==> config.mk <==
export PLATFORM = sky130hd
export DESIGN_NAME = dbg_bus_ctrl
export DESIGN_NICKNAME = d
export VERILOG_FILES = /design/src/rtl/dbg_bus_ctrl_pkg.sv /design/src/rtl/dbg_timeout_cnt.sv /design/src/rtl/dbg_bus_ctrl.sv
export SDC_FILE = /design/constraint.sdc
export NUM_CORES = 1
export LEC_CHECK = 0
export CAP_MARGIN = 15
export CORE_AREA = 2 2 74 76
export DETAILED_ROUTE_END_ITERATION = 10
export DIE_AREA = 0 0 76 78
export DONT_BUFFER_PORTS = 1
export PLACE_DENSITY_LB_ADDON = 0.12
export SKIP_CTS_REPAIR_TIMING = 1
export SLEW_MARGIN = 20
export SYNTH_ARGS = -nofsm -noshare
export SYNTH_HDL_FRONTEND = slang
export SYNTH_SLANG_ARGS = --single-unit
export TNS_END_PERCENT = 20
==> constraint.sdc <==
create_clock -name clk -period 1.87 [get_ports clk]
set_input_delay 0.0935 -clock clk [delete_from_list [all_inputs] [get_ports clk]]
set_output_delay 0.0935 -clock clk [all_outputs]
set_load 0.02 [all_outputs]
==> src/rtl/dbg_bus_ctrl_pkg.sv <==
// Shared command opcodes, reply codes and controller state encoding for the
// UART debug bus controller.
package dbg_cmd_defs;

    localparam logic [7:0] OP_WRITE = 8'h02;
    localparam logic [7:0] OP_READ  = 8'h03;
    localparam logic [7:0] OP_HOLD  = 8'h06;
    localparam logic [7:0] OP_RUN   = 8'h07;

    localparam logic [7:0] REPLY_NOHOLD  = 8'h00;
    localparam logic [7:0] REPLY_TIMEOUT = 8'hFF;

    typedef enum logic [2:0] {
        ST_IDLE,
        ST_ADDR_HI,
        ST_ADDR_LO,
        ST_DATA,
        ST_BUS,
        ST_TX_START,
        ST_TX_WAIT
    } state_e;

    // States that collect operand bytes and are therefore guarded by the timeout.
    function automatic logic is_operand_state(input state_e s);
        return (s == ST_ADDR_HI) || (s == ST_ADDR_LO) || (s == ST_DATA);
    endfunction

endpackage

==> src/rtl/dbg_timeout_cnt.sv <==
// Saturating idle-cycle counter; expired stays high once MAX_COUNT is reached
// until the next clear.
module dbg_timeout_cnt #(
    parameter int unsigned MAX_COUNT = 1048575
) (
    input  logic clk,
    input  logic rst,
    input  logic clr,
    input  logic en,
    output logic expired
);

    localparam int unsigned W = (MAX_COUNT < 1) ? 1 : $clog2(MAX_COUNT + 1);
    localparam logic [W-1:0] LIMIT = W'(MAX_COUNT);

    logic [W-1:0] cnt_d;
    logic [W-1:0] cnt_q;

    always_comb begin
        cnt_d = cnt_q;
        if (clr) begin
            cnt_d = '0;
        end else if (en && (cnt_q != LIMIT)) begin
            cnt_d = cnt_q + 1'b1;
        end
    end

    always_ff @(posedge clk) begin
        if (!rst) begin
            cnt_q <= '0;
        end else begin
            cnt_q <= cnt_d;
        end
    end

    assign expired = (cnt_q == LIMIT);

endmodule

==> src/rtl/dbg_bus_ctrl.sv <==
// UART-driven debug bus master: decodes WRITE/READ/HOLD/RUN byte commands,
// runs one bus transaction per command and returns a reply byte for READ.
//   state     | meaning
//   IDLE      | waiting for an opcode; HOLD/RUN applied here
//   ADDR_HI   | waiting for address high byte
//   ADDR_LO   | waiting for address low byte
//   DATA      | waiting for write data byte
//   BUS       | bus_req held until bus_ack or timeout
//   TX_START  | issue tx_start once the transmitter is free
//   TX_WAIT   | wait for the transmitter to finish the reply
module dbg_bus_ctrl
    import dbg_cmd_defs::*;
#(
    parameter int unsigned TIMEOUT_CYCLES = 1048575
) (
    input  logic        clk,
    input  logic        rst,
    input  logic        rx_valid,
    input  logic [7:0]  rx_data,
    output logic        tx_start,
    output logic [7:0]  tx_data,
    input  logic        tx_active,
    output logic        bus_req,
    output logic        bus_we,
    output logic [15:0] bus_addr,
    output logic [7:0]  bus_wdata,
    input  logic [7:0]  bus_rdata,
    input  logic        bus_ack,
    output logic        cpu_hold
);

    state_e      state_d, state_q;
    logic        we_d, we_q;
    logic [15:0] addr_d, addr_q;
    logic [7:0]  wdata_d, wdata_q;
    logic [7:0]  reply_d, reply_q;
    logic        hold_d, hold_q;
    logic        tx_seen_d, tx_seen_q;

    logic rx_accept;
    logic tmo_clr;
    logic tmo_en;
    logic tmo_expired;

    assign rx_accept = rx_valid && ((state_q == ST_IDLE) || is_operand_state(state_q));
    assign tmo_en    = (is_operand_state(state_q) && !rx_valid)
                     || ((state_q == ST_BUS) && !bus_ack);
    assign tmo_clr   = (state_d != state_q) || rx_accept;

    dbg_timeout_cnt #(
        .MAX_COUNT (TIMEOUT_CYCLES)
    ) u_timeout (
        .clk     (clk),
        .rst     (rst),
        .clr     (tmo_clr),
        .en      (tmo_en),
        .expired (tmo_expired)
    );

    always_comb begin
        state_d   = state_q;
        we_d      = we_q;
        addr_d    = addr_q;
        wdata_d   = wdata_q;
        reply_d   = reply_q;
        hold_d    = hold_q;
        tx_seen_d = (state_q == ST_TX_WAIT);

        case (state_q)
            ST_IDLE: begin
                if (rx_valid) begin
                    case (rx_data)
                        OP_WRITE: begin
                            we_d    = 1'b1;
                            state_d = ST_ADDR_HI;
                        end
                        OP_READ: begin
                            we_d    = 1'b0;
                            state_d = ST_ADDR_HI;
                        end
                        OP_HOLD: hold_d = 1'b1;
                        OP_RUN:  hold_d = 1'b0;
                        default: ;
                    endcase
                end
            end
            ST_ADDR_HI: begin
                if (rx_valid) begin
                    addr_d[15:8] = rx_data;
                    state_d      = ST_ADDR_LO;
                end else if (tmo_expired) begin
                    state_d = ST_IDLE;
                end
            end
            ST_ADDR_LO: begin
                if (rx_valid) begin
                    addr_d[7:0] = rx_data;
                    state_d     = we_q ? ST_DATA : ST_BUS;
                end else if (tmo_expired) begin
                    state_d = ST_IDLE;
                end
            end
            ST_DATA: begin
                if (rx_valid) begin
                    wdata_d = rx_data;
                    state_d = ST_BUS;
                end else if (tmo_expired) begin
                    state_d = ST_IDLE;
                end
            end
            ST_BUS: begin
                // Without the bus grant the access is skipped, not stalled.
                if (!hold_q) begin
                    reply_d = REPLY_NOHOLD;
                    state_d = we_q ? ST_IDLE : ST_TX_START;
                end else if (bus_ack) begin
                    if (!we_q) begin
                        reply_d = bus_rdata;
                    end
                    state_d = we_q ? ST_IDLE : ST_TX_START;
                end else if (tmo_expired) begin
                    reply_d = REPLY_TIMEOUT;
                    state_d = we_q ? ST_IDLE : ST_TX_START;
                end
            end
            ST_TX_START: begin
                if (!tx_active) begin
                    state_d = ST_TX_WAIT;
                end
            end
            ST_TX_WAIT: begin
                // tx_active is ignored on the entry cycle so the UART has time to raise it.
                if (tx_seen_q && !tx_active) begin
                    state_d = ST_IDLE;
                end
            end
            default: state_d = ST_IDLE;
        endcase
    end

    always_ff @(posedge clk) begin
        if (!rst) begin
            state_q   <= ST_IDLE;
            we_q      <= 1'b0;
            addr_q    <= '0;
            wdata_q   <= '0;
            reply_q   <= '0;
            hold_q    <= 1'b0;
            tx_seen_q <= 1'b0;
        end else begin
            state_q   <= state_d;
            we_q      <= we_d;
            addr_q    <= addr_d;
            wdata_q   <= wdata_d;
            reply_q   <= reply_d;
            hold_q    <= hold_d;
            tx_seen_q <= tx_seen_d;
        end
    end

    assign bus_req   = rst && (state_q == ST_BUS) && hold_q;
    assign tx_start  = rst && (state_q == ST_TX_START) && !tx_active;
    assign tx_data   = reply_q;
    assign bus_we    = we_q;
    assign bus_addr  = addr_q;
    assign bus_wdata = wdata_q;
    assign cpu_hold  = hold_q;

endmodule
==> results of run 1 <==
-- flip-flops by register name, summed over array words and instances, names as in the netlist --
signal / cells
bus_we: 1
bus_addr: 16
tx_data: 8
u_timeout.cnt_q: 20
tx_seen_q: 1
state_q: 3
cpu_hold: 1
bus_wdata: 8
-- cell usage after synthesis (2+ instances only) --
master | n | area (µm²)
a211oi_1 | 3 | 22.5
a21boi_0 | 2 | 15.0
a21oi_1 | 42 | 210
a311oi_1 | 2 | 17.5
a31oi_1 | 3 | 18.8
and2_1 | 2 | 12.5
and3_1 | 5 | 31.3
and4_1 | 3 | 26.3
buf_2 | 5 | 25.0
clkbuf_1 | 10 | 37.5
dfxtp_1 | 58 | 1160
inv_1 | 12 | 45.0
mux2i_1 | 2 | 20.0
nand2_1 | 71 | 267
nand2b_1 | 7 | 43.8
nand3_1 | 10 | 50.1
nand4_1 | 5 | 31.3
nor2_1 | 19 | 71.3
nor2b_1 | 14 | 87.6
nor3_1 | 7 | 35.0
nor4_1 | 5 | 31.3
o211ai_1 | 2 | 15.0
o21ai_0 | 12 | 60.1
o22ai_1 | 8 | 50.1
o31ai_1 | 3 | 22.5
or3_1 | 10 | 62.6
or3b_2 | 2 | 17.5
or4_1 | 2 | 15.0
xnor2_1 | 6 | 52.6
-- metrics by stage --
| step | hold slack [ns] | setup WS, ns |
|---|---|---|
| 6_report | -0.0310 | -0.0223 |
| 5_1_grt | 0.000976 | -0.0828 |
| 4_1_cts | -0.152 | -0.0725 |
| 3_5_place_dp | 0.214 | -0.0502 |
| 3_3_place_gp | 0.207 | 0.0100 |
| 2_1_floorplan | 0.202 | 0.0383 |
-- critical path: stages (launching register included) --
cell	delay (ns)
dfxtp_4	0.37
buf_6	0.14
buf_4	0.15
and3_4	0.14
o32a_1	0.27
o211ai_1	0.40
buf_4	0.25
a21oi_1	0.05
-- layout make-up --
| class | instances | area (µm²) | share of cell area [%] |
|---|---|---|---|
| repair buffers | 73 | 618 | 16.4 |
| clock buffers | 12 | 165 | 4.37 |
| inverters | 12 | 45.0 | 1.19 |
| multi-input cells | 267 | 1660 | 44.0 |
| flip-flops and latches | 58 | 1170 | 31.1 |
| well taps | 70 | 87.6 | 2.32 |
| clock inverters | 4 | 25.0 | 0.662 |
-- power breakdown --
part | total (mW) | switching [mW] | internal [mW]
sequential | 1.23 | 0.00110 | 1.23
combinational | 0.115 | 0.0556 | 0.0597
clock | 1.08 | 0.499 | 0.583
total | 2.43 | 0.556 | 1.87
-- cell families (layout without fill, tap and decap cells) --
group                    after synthesis  count (layout)  synth area share, %
AND/OR/NAND/NOR                      168             168                 30.3
AO/OA/AOI/OAI                         88              89                 20.3
flip-flops                            58              58                 42.0
buffers and inverters                 27             101                 3.89
XOR/XNOR                               7               7                 2.22
multiplexers                           2               2                0.725
adder cells (fa/ha/maj)                1               1                0.453
-- metal layers --
layer | up-vias | global-route usage (%)
li1 | 1397 | -
met1 | 1331 | 28.8
met2 | 101 | 41.3
met3 | 13 | 6.51
met4 | 0 | 12.0
met5 | - | 0
-- how the worst max path moves through the flow --
stage                                                from                                to  slack [ns]  depth (start not counted)
after floorplan           u_timeout.cnt_q[0]$_SDFFE_PP0P_           tx_data[0]$_SDFFE_PN0P_        0.04                          7
after global placement              state_q[0]$_SDFF_PN0_  u_timeout.cnt_q[16]$_SDFFE_PP0P_        0.01                          8
after detailed placement            state_q[2]$_SDFF_PN0_   u_timeout.cnt_q[8]$_SDFFE_PP0P_       -0.05                          7
after CTS                           state_q[2]$_SDFF_PN0_   u_timeout.cnt_q[8]$_SDFFE_PP0P_       -0.07                          7
after global routing                state_q[1]$_SDFF_PN0_  u_timeout.cnt_q[15]$_SDFFE_PP0P_       -0.08                          6
final                               state_q[2]$_SDFF_PN0_  u_timeout.cnt_q[13]$_SDFFE_PP0P_       -0.02                          7
==> results.md, run 1 <==
- Clock root buffer: clkbuf_8
- Hold Vio Cnt, Final: 4
- Routed vias: 2842
- Post-DP HPWL: 4930 µm
- # rows: 26
- Measured slew at the worst slew-check pin: 0.484 ns
- Synth Flop Type: dfxtp_1
- Routed wire length on met2: 3860 µm
- Largest net degree at the start of global routing: 21
- Leak: 1.30 nW
- Mapped Cells: 351
- RSZ-0062 raised after global routing: yes
- Uppermost layer routed: met4
- Area of the die: 5930 µm²
- Antenna diode count: 0
- Buffers on Ports: 0
- Avg WL per Cell: 15.8 µm
- Detailed Route WL: 7840 µm
- First-pass GRT wire length: 11700 µm
- Die height: 78 µm
- Hold Crit Class: input port to flip-flop
- Finish-stage setup viols: 15
- Worst r2r path cells: 7
- Clock Skew: 0.00819 ns
- Final worst slack: -0.0223 ns
- Max Cap Viol: 0
- Commonest non-fill, non-tap cells in the layout: nand2_1 (71), dfxtp_1 (54), buf_4 (50)
- Worst setup EP type: flip-flop
- Power consumption: 2.43 mW
- Status: complete, but fails checks
- Placed insts: 451
- Met1 WL: 3380 µm
- CTS H-Tree Depth: 3
- I/O pin cnt: 57
- Pins Over Slew Limit: 0
- Reg-to-reg startpoint: state_q[2]$_SDFF_PN0_
- Startpoint types: flip-flop
- Clock Tree Buf Depth: 2
- Worst Setup Path Type: flip-flop to flip-flop
- Starting Density: 54.8%
- WL met3: 458 µm
- Post-synthesis sequential area ratio: 42.0%
- Synth Net Count: 373
- Flops & latches, synth: 58
- Clock tree from TritonCTS: done
- Sink Count: 58
- Finished Cell Area: 3780 µm²
- Asr flop ratio synth: 0%
- Pwr/cell area: 643 nW/µm²
- Most common cell after layout, fill and taps aside: nand2_1
- Skew-Pair Late Insertion Delay: 0.35 ns
- Final net count: 443
- Die width: 76 µm
- Fillers: 374
- Initial antenna violation count: 0
- Hold WS: -0.0310 ns
- Setup TNS: -0.213 ns
- Number of synthesized flops with an enable pin: 0
- Req. time, crit path: 2.10 ns
- Vias in the first global route: 2585
- GP Congestion: 0.876
- Max IR drop VDD: 0.562 mV
- Worst-path clk slew: 0.07 ns
- Unique masters post-synth: 48
- GRT Total Usage: 24.4%
- Fmax: 528 MHz
- Placed inst area: 3130 µm²
- Mapped Area: 2760 µm²
- Final Cycle Share: 101%
- Global route overflow: 0
- Tmin final: 1.89 ns
- Total CTS buffers: 9
- Worst-path maximum fanout: 7
- ANT nets after route: 0
- R2r endpoint: u_timeout.cnt_q[13]$_SDFFE_PP0P_
- Crit path DAT: 2.12 ns
- Non-filler cells, final: 496
- Share of cells above drive strength 1: 24.4%
- End of the worst hold path: tx_data[6]$_SDFFE_PN0P_
- Hold Startpoint: bus_ack
- Post-synthesis average cell area: 7.87 µm²
- Drt initial violations: 185
- Ys Warns: 0
- DRT Pass-1 Iters: 5
- Failing checks: negative hold slack, negative setup slack
- R2R Setup Slk: -0.02 ns
- Worst Hold Depth: 2
- Vias/cell: 5.73
- Slew headroom: 67.6%
- Final core occ: 74.9%
- Core Region: 5040 µm²
- Layout area overhead: 36.7%
- Residual DRC: 0
Note: power is estimated with default switching activity, not from simulation.
==> inputs of run 2 (changes only) <==
Settings changed: CORE_AREA 2 2 74 76 to 5 5 71 73.
Clock period 1.87 ns to 2.2 ns, I/O delays scaled along.
==> run 2 against run 1 <==
Effect of this change:
- the run ends with negative hold slack left
- combinational power down 30%
- total power down 3.0%
- setup slack better by 0.17 ns
- clock skew about the same
- clock power up 14%
- critical path depth down 2
- non-clock buffer count down 37
- register-to-register slack better by 0.17 ns
- critical path type unchanged
- critical endpoint is now u_timeout.cnt_q[7]$_SDFFE_PP0P_
- highest routed layer unchanged
==> results.md, run 2 (synthesis gave the netlist of run 1 again) <==
- Vias/cell: 5.97
- Starting Density: 64.3%
- Area of the die: 5930 µm²
- I/O pin cnt: 57
- Layout area overhead: 20.9%
- Residual DRC: 0
- Final Cycle Share: 93.3%
- Hold WS: -0.0164 ns
- Skew-Pair Late Insertion Delay: 0.34 ns
- Slew headroom: 67.1%
- GP Congestion: 0.882
- Multi-input logic area: 1500 µm²
- Setup TNS: 0 ns
- Most common cell after layout, fill and taps aside: nand2_1
- Detailed Route WL: 7210 µm
- Clock root buffer: clkbuf_8
- Combinational share of power: 3.4%
- # rows: 24
- Largest register FFs: 20
- Pwr/cell area: 706 nW/µm²
- Pins Over Slew Limit: 0
- Worst r2r path cells: 5
- Clock Skew: 0.00855 ns
- Fmax: 487 MHz
- Worst Hold Depth: 3
- Antenna diode count: 0
- Largest net degree at the start of global routing: 21
- Max IR drop VDD: 0.478 mV
- Failing checks: negative hold slack
- CTS H-Tree Depth: 3
- Tmin final: 2.05 ns
- Hold Crit Class: input port to flip-flop
- Sink Count: 58
- Share of cells above drive strength 1: 11.9%
- Power Internal: 1.85 mW
- Routed vias: 2625
- First-pass GRT wire length: 11200 µm
- DRT Pass-1 Iters: 5
- Measured slew at the worst slew-check pin: 0.492 ns
- GRT Total Usage: 22.9%
- Final net count: 405
- Clock Tree Buf Depth: 2
- Worst setup EP type: flip-flop
- Reg area: 1160 µm²
- Finish-stage setup viols: 0
- ANT nets after route: 0
- Total CTS buffers: 9
- Final core occ: 77.8%
- Clock tree from TritonCTS: done
- Initial antenna violation count: 0
- Avg WL per Cell: 16.4 µm
- Commonest non-fill, non-tap cells in the layout: nand2_1 (71), dfxtp_1 (56), a21oi_1 (42)
- Vias in the first global route: 2415
- Clock power share: 52.0%
- Startpoint types: flip-flop
- Worst-path maximum fanout: 15
- Buffers on Ports: 0
- Worst-path clk slew: 0.07 ns
- Global route overflow: 0
- Crit path DAT: 2.33 ns
- Leak: 1.11 nW
- Psw: 0.505 mW
- Req. time, crit path: 2.47 ns
- Register name with the most flops: u_timeout.cnt_q
- Die width: 76 µm
- Hold Vio Cnt, Final: 6
- Worst Setup Path Type: flip-flop to flip-flop
- Drt initial violations: 174
- Die height: 78 µm
- Status: complete, but fails checks
- Sw frac: 21.4%
- Post-DP HPWL: 4690 µm
- Fillers: 331
- RSZ-0062 raised after global routing: no
- Flop pwr share: 44.6%
- Max Cap Viol: 0
- Core Region: 4290 µm²
==> run 2: cell types whose count changed in the layout (fill, tap and decap cells not counted), moves of 3 or more <==
| cell | previous run | this run |
|---|---|---|
| nor4_2 | 3 | 0 |
| dfxtp_4 | 3 | 0 |
| a21oi_1 | 38 | 42 |
| a21oi_2 | 4 | 0 |
| bufinv_16 | 0 | 3 |
| nor3_1 | 3 | 7 |
| buf_4 | 50 | 17 |
| clkbuf_8 | 12 | 9 |
| nor3_2 | 3 | 0 |
| nor4_1 | 2 | 5 |
==> run 2: power by group through the flow <==
stage	Combinational, mW	Sequential, mW	Clock, mW
after floorplan	0.0366	1.07	0
after global placement	0.0437	1.08	0
after detailed placement	0.0438	1.08	0
after CTS	0.0442	1.05	1.24
after global routing	0.0863	1.05	1.29
final	0.0806	1.05	1.23
==> run 2: worst paths after layout <==
check | start | end | slack (ns)
worst max-delay path | state_q[0]$_SDFF_PN0_ | u_timeout.cnt_q[7]$_SDFFE_PP0P_ | 0.15
worst min-delay path | rx_data[0] | cpu_hold$_SDFFE_PN0P_ | -0.02
worst max register to register | state_q[0]$_SDFF_PN0_ | u_timeout.cnt_q[7]$_SDFFE_PP0P_ | 0.15
worst min register to register | u_timeout.cnt_q[19]$_SDFFE_PP0P_ | u_timeout.cnt_q[19]$_SDFFE_PP0P_ | 0.49
==> run 2: critical path: stages, from the launching register on <==
cell      delay (ns)
dfxtp_1         0.46
or4b_4          0.62
o31ai_4         0.13
o211ai_4        0.19
or4_1           0.43
a21oi_1         0.16
==> run 2: layer usage <==
metal | routed length, µm | up-vias | GRT usage (%)
met3 | 566 | 15 | 8.45
li1 | - | 1304 | -
met2 | 3460 | 91 | 37.6
met5 | 0 | - | 0
met4 | 180 | 0 | 10.1
met1 | 3000 | 1215 | 26.8
==> run 2: metrics by stage <==
stage	cells	total power, mW	setup WS, ns	instance area [µm²]
after global routing	440	2.42	0.0107	3340
final	440	2.36	0.147	3340
after detailed placement	405	1.12	0.129	2890
after floorplan	351	1.11	0.368	2760
after global placement	405	1.12	0.169	2890
after CTS	421	2.33	0.0798	3140
==> run 2: final cells by class <==
type / count / area share, %
Multi-Input combinational cell: 266 / 44.9
Sequential cell: 58 / 34.8
Timing Repair Buffer: 36 / 9.51
Clock inverter: 7 / 3.75
Clock buffer: 9 / 3.71
Tap cell: 52 / 1.95
Inverter: 12 / 1.35
==> inputs of run 3 (changes only) <==
Settings changed: MAX_ROUTING_LAYER set to met4.
==> run 3 against run 2 <==
Effect of this change:
- the flow still finishes with violations (negative hold slack)
- via count increased by 0.42%
- hold slack worse by 0.0049 ns
- routed wire length down 0.11%
- sequential power barely moved
- die area is the same
- fmax shrank 0.47%
- non-clock buffer count unchanged
- cell count stayed put
- combinational power barely moved
- clock skew fell by 0.00076 ns
- global-route usage grew 0.74 points
- sequential share of layout area stayed put
- largest cell class unchanged
- largest power group unchanged
==> results.md, run 3 (synthesis gave the netlist of run 1 again) <==
- Status: complete, but fails checks
- Failing checks: negative hold slack
- Req. time, crit path: 2.47 ns
- Starting Density: 64.3%
- Pins Over Slew Limit: 0
- Final net count: 405
- Detailed Route WL: 7200 µm
- Vias/cell: 5.99
- Finish-stage setup viols: 0
- Worst r2r path cells: 5
- Layout area overhead: 20.9%
- Clock Tree Buf Depth: 2
- Die width: 76 µm
- Worst Hold Depth: 3
- Avg WL per Cell: 16.4 µm
- Non-filler cells, final: 440
- Setup TNS: 0 ns
- Die height: 78 µm
- Residual DRC: 0
- GRT Total Usage: 23.7%
- Largest net degree at the start of global routing: 21
- DRT Pass-1 Iters: 4
- Met1 WL: 3020 µm
- Global route overflow: 0
- Hold WS: -0.0212 ns
- GP Congestion: 0.897
- Startpoint types: flip-flop
- Max IR drop VDD: 0.478 mV
- Slew headroom: 67.0%
- Leak: 1.11 nW
- ANT nets after route: 0
- Clock tree from TritonCTS: done
- I/O pin cnt: 57
- Share of cells above drive strength 1: 11.9%
- Fillers: 331
- Routed vias: 2636
- Post-DP HPWL: 4690 µm
- Antenna diode count: 0
- First-pass GRT wire length: 11200 µm
- Crit path DAT: 2.34 ns
- Worst-path clk slew: 0.07 ns
- Sink Count: 58
- Skew-Pair Late Insertion Delay: 0.34 ns
- Largest register FFs: 20
- Initial antenna violation count: 0
- Final Cycle Share: 93.7%
- Measured slew at the worst slew-check pin: 0.493 ns
- Tmin final: 2.06 ns
- WL met3: 541 µm
- Max Cap Viol: 0
- Routed wire length on met2: 3440 µm
- Most common cell after layout, fill and taps aside: nand2_1
- Hold Crit Class: input port to flip-flop
- Total CTS buffers: 9
- Pwr/cell area: 707 nW/µm²
- Worst Setup Path Type: flip-flop to flip-flop
- Buffers on Ports: 0
- Uppermost layer routed: met4
- Core Region: 4290 µm²
- RSZ-0062 raised after global routing: no
- Placed insts: 405
- Worst-path maximum fanout: 15
- Area of the die: 5930 µm²
- Commonest non-fill, non-tap cells in the layout: nand2_1 (71), dfxtp_1 (56), a21oi_1 (42)
- # rows: 24
- Clock root buffer: clkbuf_8
- Vias in the first global route: 2412
- Clock Skew: 0.00779 ns
- Register name with the most flops: u_timeout.cnt_q
- CTS H-Tree Depth: 3
- Fmax: 485 MHz
- Hold Vio Cnt, Final: 7
- Drt initial violations: 259
- Worst setup EP type: flip-flop
==> run 3: routing by layer <==
layer	global-route usage, %	vias to the layer above
li1	-	1305
met1	27.4	1229
met2	37.3	87
met3	8.10	15
met4	10.1	0
met5	-	-
==> run 3: final timing paths <==
path,start,slack (ns),to
worst max-delay path,state_q[0]$_SDFF_PN0_,0.14,u_timeout.cnt_q[7]$_SDFFE_PP0P_
worst min-delay path,rx_data[0],-0.02,cpu_hold$_SDFFE_PN0P_
worst max register to register,state_q[0]$_SDFF_PN0_,0.14,u_timeout.cnt_q[7]$_SDFFE_PP0P_
worst min register to register,u_timeout.cnt_q[19]$_SDFFE_PP0P_,0.49,u_timeout.cnt_q[19]$_SDFFE_PP0P_
==> run 3: area by class of cell <==
class                           instances  area, µm²  share of cell area (%)
Timing Repair Buffer                   36        318                    9.51
Clock inverter                          7        125                    3.75
Multi-Input combinational cell        266       1500                    44.9
Tap cell                               52       65.1                    1.95
Clock buffer                            9        124                    3.71
Inverter                               12       45.0                    1.35
Sequential cell                        58       1160                    34.8
==> run 3: critical path, stage by stage (launching register included) <==
cell and delay (ns):
dfxtp_1 0.46, or4b_4 0.62, o31ai_4 0.13, o211ai_4 0.19, or4_1 0.43, a21oi_1 0.16
==> run 3: metrics by stage <==
stage | util (%) | cell area [µm²] | power (mW) | hold WS, ns | setup slack, ns
3_3_place_gp | 67.4 | 2890 | 1.12 | 0.233 | 0.169
6_report | 77.8 | 3340 | 2.36 | -0.0212 | 0.138
3_5_place_dp | 67.4 | 2890 | 1.12 | 0.239 | 0.129
4_1_cts | 73.2 | 3140 | 2.33 | -0.122 | 0.0798
2_1_floorplan | - | 2760 | 1.11 | 0.219 | 0.368
5_1_grt | 77.8 | 3340 | 2.42 | -0.00104 | 0.0107
==> run 3: power breakdown <==
| group | switching (mW) | internal [mW] |
|---|---|---|
| registers | 0.00131 | 1.05 |
| logic | 0.0397 | 0.0408 |
| clock network | 0.466 | 0.763 |
